--- config.mk ---
export PLATFORM = sky130hd
export DESIGN_NAME = mem_lsu_flat
export DESIGN_NICKNAME = d
export VERILOG_FILES = /design/src/rtl/mem_lsu_if.sv /design/src/rtl/mem_lsu.sv /design/src/flat_wrapper.sv
export SDC_FILE = /design/constraint.sdc
export NUM_CORES = 1
export LEC_CHECK = 0
export ABC_AREA = 1
export BUFFER_PORTS_ARGS = -buffer_cell sky130_fd_sc_hd__buf_2
export CORE_MARGIN = 2
export CORE_UTILIZATION = 45
export DETAILED_ROUTE_END_ITERATION = 7
export GPL_ROUTABILITY_DRIVEN = 1
export MAX_ROUTING_LAYER = met4
export PLACE_DENSITY = 0.71
export REMOVE_ABC_BUFFERS = 1
export SYNTH_ARGS = -nofsm -noshare
export SYNTH_HDL_FRONTEND = slang
export SYNTH_SLANG_ARGS = --single-unit
--- constraint.sdc ---
create_clock -name clk -period 6 [get_ports clk]
set_clock_uncertainty 0.1 [all_clocks]
set_input_delay 0.6 -clock clk [delete_from_list [all_inputs] [get_ports clk]]
set_output_delay 0.6 -clock clk [all_outputs]
set_load 0.01 [all_outputs]
--- src/rtl/mem_lsu_if.sv ---
// mem_lsu_if: pipeline request/response and data-memory signals of the load/store unit
interface mem_lsu_if;
  logic        req_valid;
  logic        req_ready;
  logic        req_we;
  logic [2:0]  req_funct3;
  logic [31:0] req_addr;
  logic [31:0] req_wdata;
  logic        resp_valid;
  logic        resp_err;
  logic [31:0] resp_rdata;
  logic        mem_read;
  logic        mem_write;
  logic [31:0] mem_addr;
  logic [31:0] mem_wdata;
  logic [31:0] mem_rdata;
  modport slave (
    input  req_valid, req_we, req_funct3, req_addr, req_wdata, mem_rdata,
    output req_ready, resp_valid, resp_err, resp_rdata, mem_read, mem_write, mem_addr, mem_wdata
  );
  modport master (
    output req_valid, req_we, req_funct3, req_addr, req_wdata, mem_rdata,
    input  req_ready, resp_valid, resp_err, resp_rdata, mem_read, mem_write, mem_addr, mem_wdata
  );
endinterface

--- src/rtl/mem_lsu.sv ---
// mem_lsu: load/store unit with sub-word read-modify-write stores; LSU_BADADDR_EN adds badaddr_o
module mem_lsu #(
  parameter int ADDR_W = 8
) (
  input  logic        clk,
  input  logic        rst,
  mem_lsu_if.slave    bus
`ifdef LSU_BADADDR_EN
  ,
  output logic [31:0] badaddr_o
`endif
);
  typedef enum logic [2:0] {IDLE, LOAD, STORE, RMW_RD, RMW_WR, RESP} state_t;
  state_t      state_q, state_d;
  logic        err_q, err_d, accept;
  logic [2:0]  f3_q;
  logic [31:0] addr_q, wdata_q, rdata_q, merged_q, load_d, merged_d;
  logic [7:0]  lane_b;
  logic [15:0] lane_h;
  assign accept = bus.req_valid && bus.req_ready;
  // request legality evaluated on the raw inputs at acceptance
  assign err_d = (|bus.req_addr[31:ADDR_W])
              || (bus.req_we ? (bus.req_funct3[2] || bus.req_funct3[1:0] == 2'b11)
                             : !(bus.req_funct3 inside {3'b000, 3'b001, 3'b010, 3'b100, 3'b101}))
              || (bus.req_funct3[1:0] == 2'b01 && bus.req_addr[0])
              || (bus.req_funct3[1:0] == 2'b10 && bus.req_addr[1:0] != 2'b00);
  assign lane_b = bus.mem_rdata[{addr_q[1:0], 3'b000} +: 8];
  assign lane_h = bus.mem_rdata[{addr_q[1], 4'b0000} +: 16];
  // load extension: funct3[2] selects zero-extension, [1] word, [0] half
  assign load_d = f3_q[1] ? bus.mem_rdata
                : f3_q[0] ? {{16{lane_h[15] & ~f3_q[2]}}, lane_h}
                          : {{24{lane_b[7] & ~f3_q[2]}}, lane_b};
  // merge store data into the word just read, preserving the other lanes
  always_comb begin
    merged_d = bus.mem_rdata;
    if (f3_q[0]) merged_d[{addr_q[1], 4'b0000} +: 16] = wdata_q[15:0];
    else         merged_d[{addr_q[1:0], 3'b000} +: 8] = wdata_q[7:0];
  end
  // state register
  always_ff @(posedge clk) begin
    if (rst) state_q <= IDLE;
    else     state_q <= state_d;
  end
  // next state and memory/response outputs
  always_comb begin
    state_d        = state_q;
    bus.req_ready  = state_q == IDLE;
    bus.resp_valid = state_q == RESP;
    bus.resp_err   = state_q == RESP && err_q;
    bus.resp_rdata = rdata_q;
    bus.mem_read   = state_q == LOAD || state_q == RMW_RD;
    bus.mem_write  = !rst && (state_q == STORE || state_q == RMW_WR);
    bus.mem_addr   = {addr_q[31:2], 2'b00};
    bus.mem_wdata  = state_q == STORE ? wdata_q : state_q == RMW_WR ? merged_q : 32'h0;
    case (state_q)
      IDLE:    if (accept) state_d = err_d ? RESP : !bus.req_we ? LOAD
                                   : bus.req_funct3[1] ? STORE : RMW_RD;
      LOAD:    state_d = RESP;
      STORE:   state_d = RESP;
      RMW_RD:  state_d = RMW_WR;
      RMW_WR:  state_d = RESP;
      default: state_d = IDLE;
    endcase
  end
  // request capture, load result and merged store word
  always_ff @(posedge clk) begin
    if (rst) begin
      err_q    <= 1'b0;
      f3_q     <= 3'b000;
      addr_q   <= 32'h0;
      wdata_q  <= 32'h0;
      rdata_q  <= 32'h0;
      merged_q <= 32'h0;
    end else begin
      if (accept) begin
        err_q   <= err_d;
        f3_q    <= bus.req_funct3;
        addr_q  <= bus.req_addr;
        wdata_q <= bus.req_wdata;
        rdata_q <= 32'h0;
      end
      if (state_q == LOAD)   rdata_q  <= load_d;
      if (state_q == RMW_RD) merged_q <= merged_d;
    end
  end
`ifdef LSU_BADADDR_EN
  // capture the faulting address as an errored request enters RESP
  always_ff @(posedge clk) begin
    if (rst)                 badaddr_o <= 32'h0;
    else if (accept && err_d) badaddr_o <= bus.req_addr;
  end
`endif
endmodule

--- src/flat_wrapper.sv ---
// flat-port wrapper written by rule: the top's interface ports become plain ports
module mem_lsu_flat 
#(
  parameter int ADDR_W = 8
)
  (clk, rst, bus_req_valid, bus_req_we, bus_req_funct3, bus_req_addr, bus_req_wdata, bus_mem_rdata, bus_req_ready, bus_resp_valid, bus_resp_err, bus_resp_rdata, bus_mem_read, bus_mem_write, bus_mem_addr, bus_mem_wdata);
  mem_lsu_if bus_i ();
  input  logic clk;
  input  logic rst;
  input wire logic [$bits(bus_i.req_valid)-1:0] bus_req_valid;
  input wire logic [$bits(bus_i.req_we)-1:0] bus_req_we;
  input wire logic [$bits(bus_i.req_funct3)-1:0] bus_req_funct3;
  input wire logic [$bits(bus_i.req_addr)-1:0] bus_req_addr;
  input wire logic [$bits(bus_i.req_wdata)-1:0] bus_req_wdata;
  input wire logic [$bits(bus_i.mem_rdata)-1:0] bus_mem_rdata;
  output wire logic [$bits(bus_i.req_ready)-1:0] bus_req_ready;
  output wire logic [$bits(bus_i.resp_valid)-1:0] bus_resp_valid;
  output wire logic [$bits(bus_i.resp_err)-1:0] bus_resp_err;
  output wire logic [$bits(bus_i.resp_rdata)-1:0] bus_resp_rdata;
  output wire logic [$bits(bus_i.mem_read)-1:0] bus_mem_read;
  output wire logic [$bits(bus_i.mem_write)-1:0] bus_mem_write;
  output wire logic [$bits(bus_i.mem_addr)-1:0] bus_mem_addr;
  output wire logic [$bits(bus_i.mem_wdata)-1:0] bus_mem_wdata;
  assign bus_i.req_valid = bus_req_valid;
  assign bus_i.req_we = bus_req_we;
  assign bus_i.req_funct3 = bus_req_funct3;
  assign bus_i.req_addr = bus_req_addr;
  assign bus_i.req_wdata = bus_req_wdata;
  assign bus_i.mem_rdata = bus_mem_rdata;
  assign bus_req_ready = bus_i.req_ready;
  assign bus_resp_valid = bus_i.resp_valid;
  assign bus_resp_err = bus_i.resp_err;
  assign bus_resp_rdata = bus_i.resp_rdata;
  assign bus_mem_read = bus_i.mem_read;
  assign bus_mem_write = bus_i.mem_write;
  assign bus_mem_addr = bus_i.mem_addr;
  assign bus_mem_wdata = bus_i.mem_wdata;
  mem_lsu #(.ADDR_W(ADDR_W)) u_core (.clk(clk), .rst(rst), .bus(bus_i));
endmodule
==> flow_metrics.py <==
metrics = {
    "finish": {
        "layout_commonest_cell": "nand2_1",
        "num-nets-final": 1247,
        "finalNonFillerCells": 1346,
        "final_cell_mix": "214 x nand2_1, 201 x buf_2, 152 x a21oi_1",
        "drive_gt1_share_pct": 23.2,
        "synthToLayoutAreaGrowth_pct": 19.5,
        "fillers": 1550,
    },
    "clock_tree": {
        "cts_tree": "done",
        "root_buffer": "clkbuf_16",
        "ctsResizeCount": 0,
        "cts.clk_slew.worst_paths_ns": 0.07,
        "clock_latency_ns": 0.44,
        "clk_path_buf_depth": 2,
        "postCtsSetupBuffers": 0,
        "ctsHoldBuffers": 0,
        "clock_sinks": 135,
        "cts_buffers": 17,
        "h-tree-depth": 4,
    },
    "routing": {
        "drtIter0Drc": 724,
        "dr.pass1.iters": 5,
        "drt-vias-per-instance": 5.49,
        "postRouteAntennaNets": 0,
        "drcViolationCount": 0,
        "vias": 7394,
        "totalWireLength_um": 21600,
        "wl_per_cell_um": 16.1,
    },
    "synth": {
        "synth.avg_cell_area_sq_um": 6.84,
        "synth.area.top_cells": "dfxtp_1 39%, nand2_1 12%, a21oi_1 11%, o21ai_0 9.4%, nand3_1 4.5%",
        "synth_compound_area_share_pct": 27.5,
        "netlist_area_sq_mm": 0.00697,
        "ys_types": 31,
        "synth_sequential_area_ratio_pct": 38.8,
        "yosys.area_share.adder_pct": 0.898,
        "synth_top_cell_area_share_pct": 38.8,
        "synthXorXnorAreaFrac_pct": 0,
        "yosys.area_share.simple_pct": 20.6,
        "synth_top_family_by_area": "compound AO/OA/AOI/OAI gates",
        "yosys_warnings": 0,
        "synth.mux.area_fraction_pct": 0,
        "synth_top_area_cell": "dfxtp_1",
        "synth_seq_cells": 135,
        "syn_inst": 1018,
    },
    "floorplan": {
        "die_y_um": 128,
        "coreArea_sq_mm": 0.0151,
        "die_area_sq_mm": 0.0165,
        "rows": 45,
        "io_pins": 204,
        "die_w_um": 128,
        "start_util_pct": 46.0,
    },
    "power_and_ir_drop": {
        "p_comb_share_pct": 29.5,
        "p_sw_mw": 1.21,
        "power.internal_mw": 1.91,
        "leakagePower_nw": 3.64,
        "ir_drop_uv": 330,
        "cellPowerDensity_mw_per_mm2": 374,
        "clkPwrFrac_pct": 34.5,
        "swShare_pct": 38.7,
        "power_frac_seq_pct": 36.0,
    },
    "timing": {
        "worst_pin_slew_ns": 1.26,
        "slew_violations": 0,
        "max_freq_mhz": 333,
        "min_period_ns": 3.00,
        "slew_headroom_pct": 15.8,
        "setup_violations": 0,
        "tns_ns": 0,
        "setup_ws_ns": 3.00,
        "hold_viol": 0,
        "min_period_over_period_pct": 50.0,
        "rsz0062_at_grt": "no",
    },
    "placed_design": {
        "dp_cells": 1308,
        "gp_congestion": 0.945,
        "dp_slack_ns": 3.08,
        "port_buffers": 201,
        "place_hpwl_um": 14800,
    },
    "global_route": {
        "antenna_found_initial": 4,
        "grt_overflow": 0,
        "grt_pass1_vias": 6770,
        "track_usage_pct": 26.8,
        "grt_pass1_wl_um": 34100,
        "grt_start_max_net_pins": 105,
    },
    "run_status": {
        "outcome": "complete, no violations",
    },
    "critical_path": {
        "worst-path-max-fanout": 36,
        "path_class": "reg -> reg",
        "crit_required_ns": 6.27,
        "cp.arrival_ns": 3.27,
        "worstSetupEndpointType": "flip-flop",
        "critical_path.startpoint_type": "flip-flop",
    },
    "flow_run": {
        "max_cap_viol_count": 0,
    },
    "min_path": {
        "min_path_type": "in -> reg",
    },
}
final timing paths:
| path | from | depth (start not counted) | to | slack, ns |
|---|---|---|---|---|
| setup / recovery | u_core.addr_q[1] | 8 | u_core.bus.resp_rdata[19] | 3.00 |
| setup reg to reg | u_core.addr_q[1] | 8 | u_core.bus.resp_rdata[19] | 3.00 |
| hold reg to reg | u_core.wdata_q[18] | 2 | u_core.wdata_q[18] | 0.35 |
| hold / removal | bus_req_addr[2] | 3 | u_core.addr_q[2] | 0.30 |
through the flow:
step	util, %	hold WS, ns	area (sq um)	total power [mW]
floorplan	-	0.327	6390	1.71
global route	54.9	0.307	8320	3.28
global placement	50.9	0.334	7710	2.04
detailed placement	50.9	0.341	7710	2.05
CTS	54.8	0.293	8310	3.12
finish	54.9	0.300	8320	3.11
metal layers:
metal | up-vias | global-route usage (%) | routed length, um
met3 | 42 | 7.61 | 1860
met5 | - | - | 0
li1 | 3677 | - | -
met2 | 316 | 41.7 | 9890
met4 | 0 | 9.05 | 491
met1 | 3359 | 33.5 | 9380
power by group through the flow:
stage / registers [mW] / clock network, mW / logic [mW]
final: 1.12 / 1.07 / 0.918
after global routing: 1.13 / 1.12 / 1.03
after CTS: 1.12 / 1.08 / 0.919
after detailed placement: 1.14 / 0 / 0.913
after global placement: 1.13 / 0 / 0.901
after floorplan: 1.16 / 0 / 0.545
cell type report:
class / instances / area [sq um] / share of cell area [%]
Antenna cell: 6 / 15.0 / 0.180
Clock buffer: 17 / 425 / 5.11
Clock inverter: 15 / 174 / 2.09
Inverter: 72 / 270 / 3.25
Multi-Input combinational cell: 704 / 3430 / 41.3
Sequential cell: 135 / 2700 / 32.5
Tap cell: 188 / 235 / 2.83
Timing Repair Buffer: 209 / 1070 / 12.8
cells in the mapped netlist (all sizes together):
cell type / n
nand2: 216
a21oi: 162
o21ai: 141
dfxtp: 135
inv: 70
buf: 66
nand3: 65
clkbuf: 42
nor2: 33
a31oi: 31
o22ai: 16
nor3: 11
nand4: 9
ha: 5
o211ai: 5
o31ai: 4
or2: 3
clkinv: 2
and2: 1
conb: 1
worst max-delay path, stage by stage (launching register included):
cell and delay (ns):
dfxtp_1 0.44, inv_1 0.78, buf_4 0.46, nand2_1 0.15, nand3_2 0.19, nand4_1 0.10
nand2_1 0.42, nand2_1 0.12, a21oi_1 0.15
sequential cells by signal, summed over array words and instances, names as in the netlist:
| register | cells |
|---|---|
| u_core.err_q | 1 |
| u_core.wdata_q | 32 |
| u_core.bus.resp_rdata | 32 |
| u_core.state_q | 3 |
| u_core.f3_q | 3 |
| u_core.addr_q | 32 |
| u_core.merged_q | 32 |
kinds of logic (layout without fill, tap and decap cells):
| group | count (synthesis) | after routing |
|---|---|---|
| fa+ha+maj | 5 | 5 |
| compound gates | 359 | 359 |
| buf+inv | 180 | 313 |
| simple gates | 338 | 338 |
| other cells | 1 | 8 |
| flops | 135 | 135 |
Note: power is estimated with default switching activity, not from simulation.
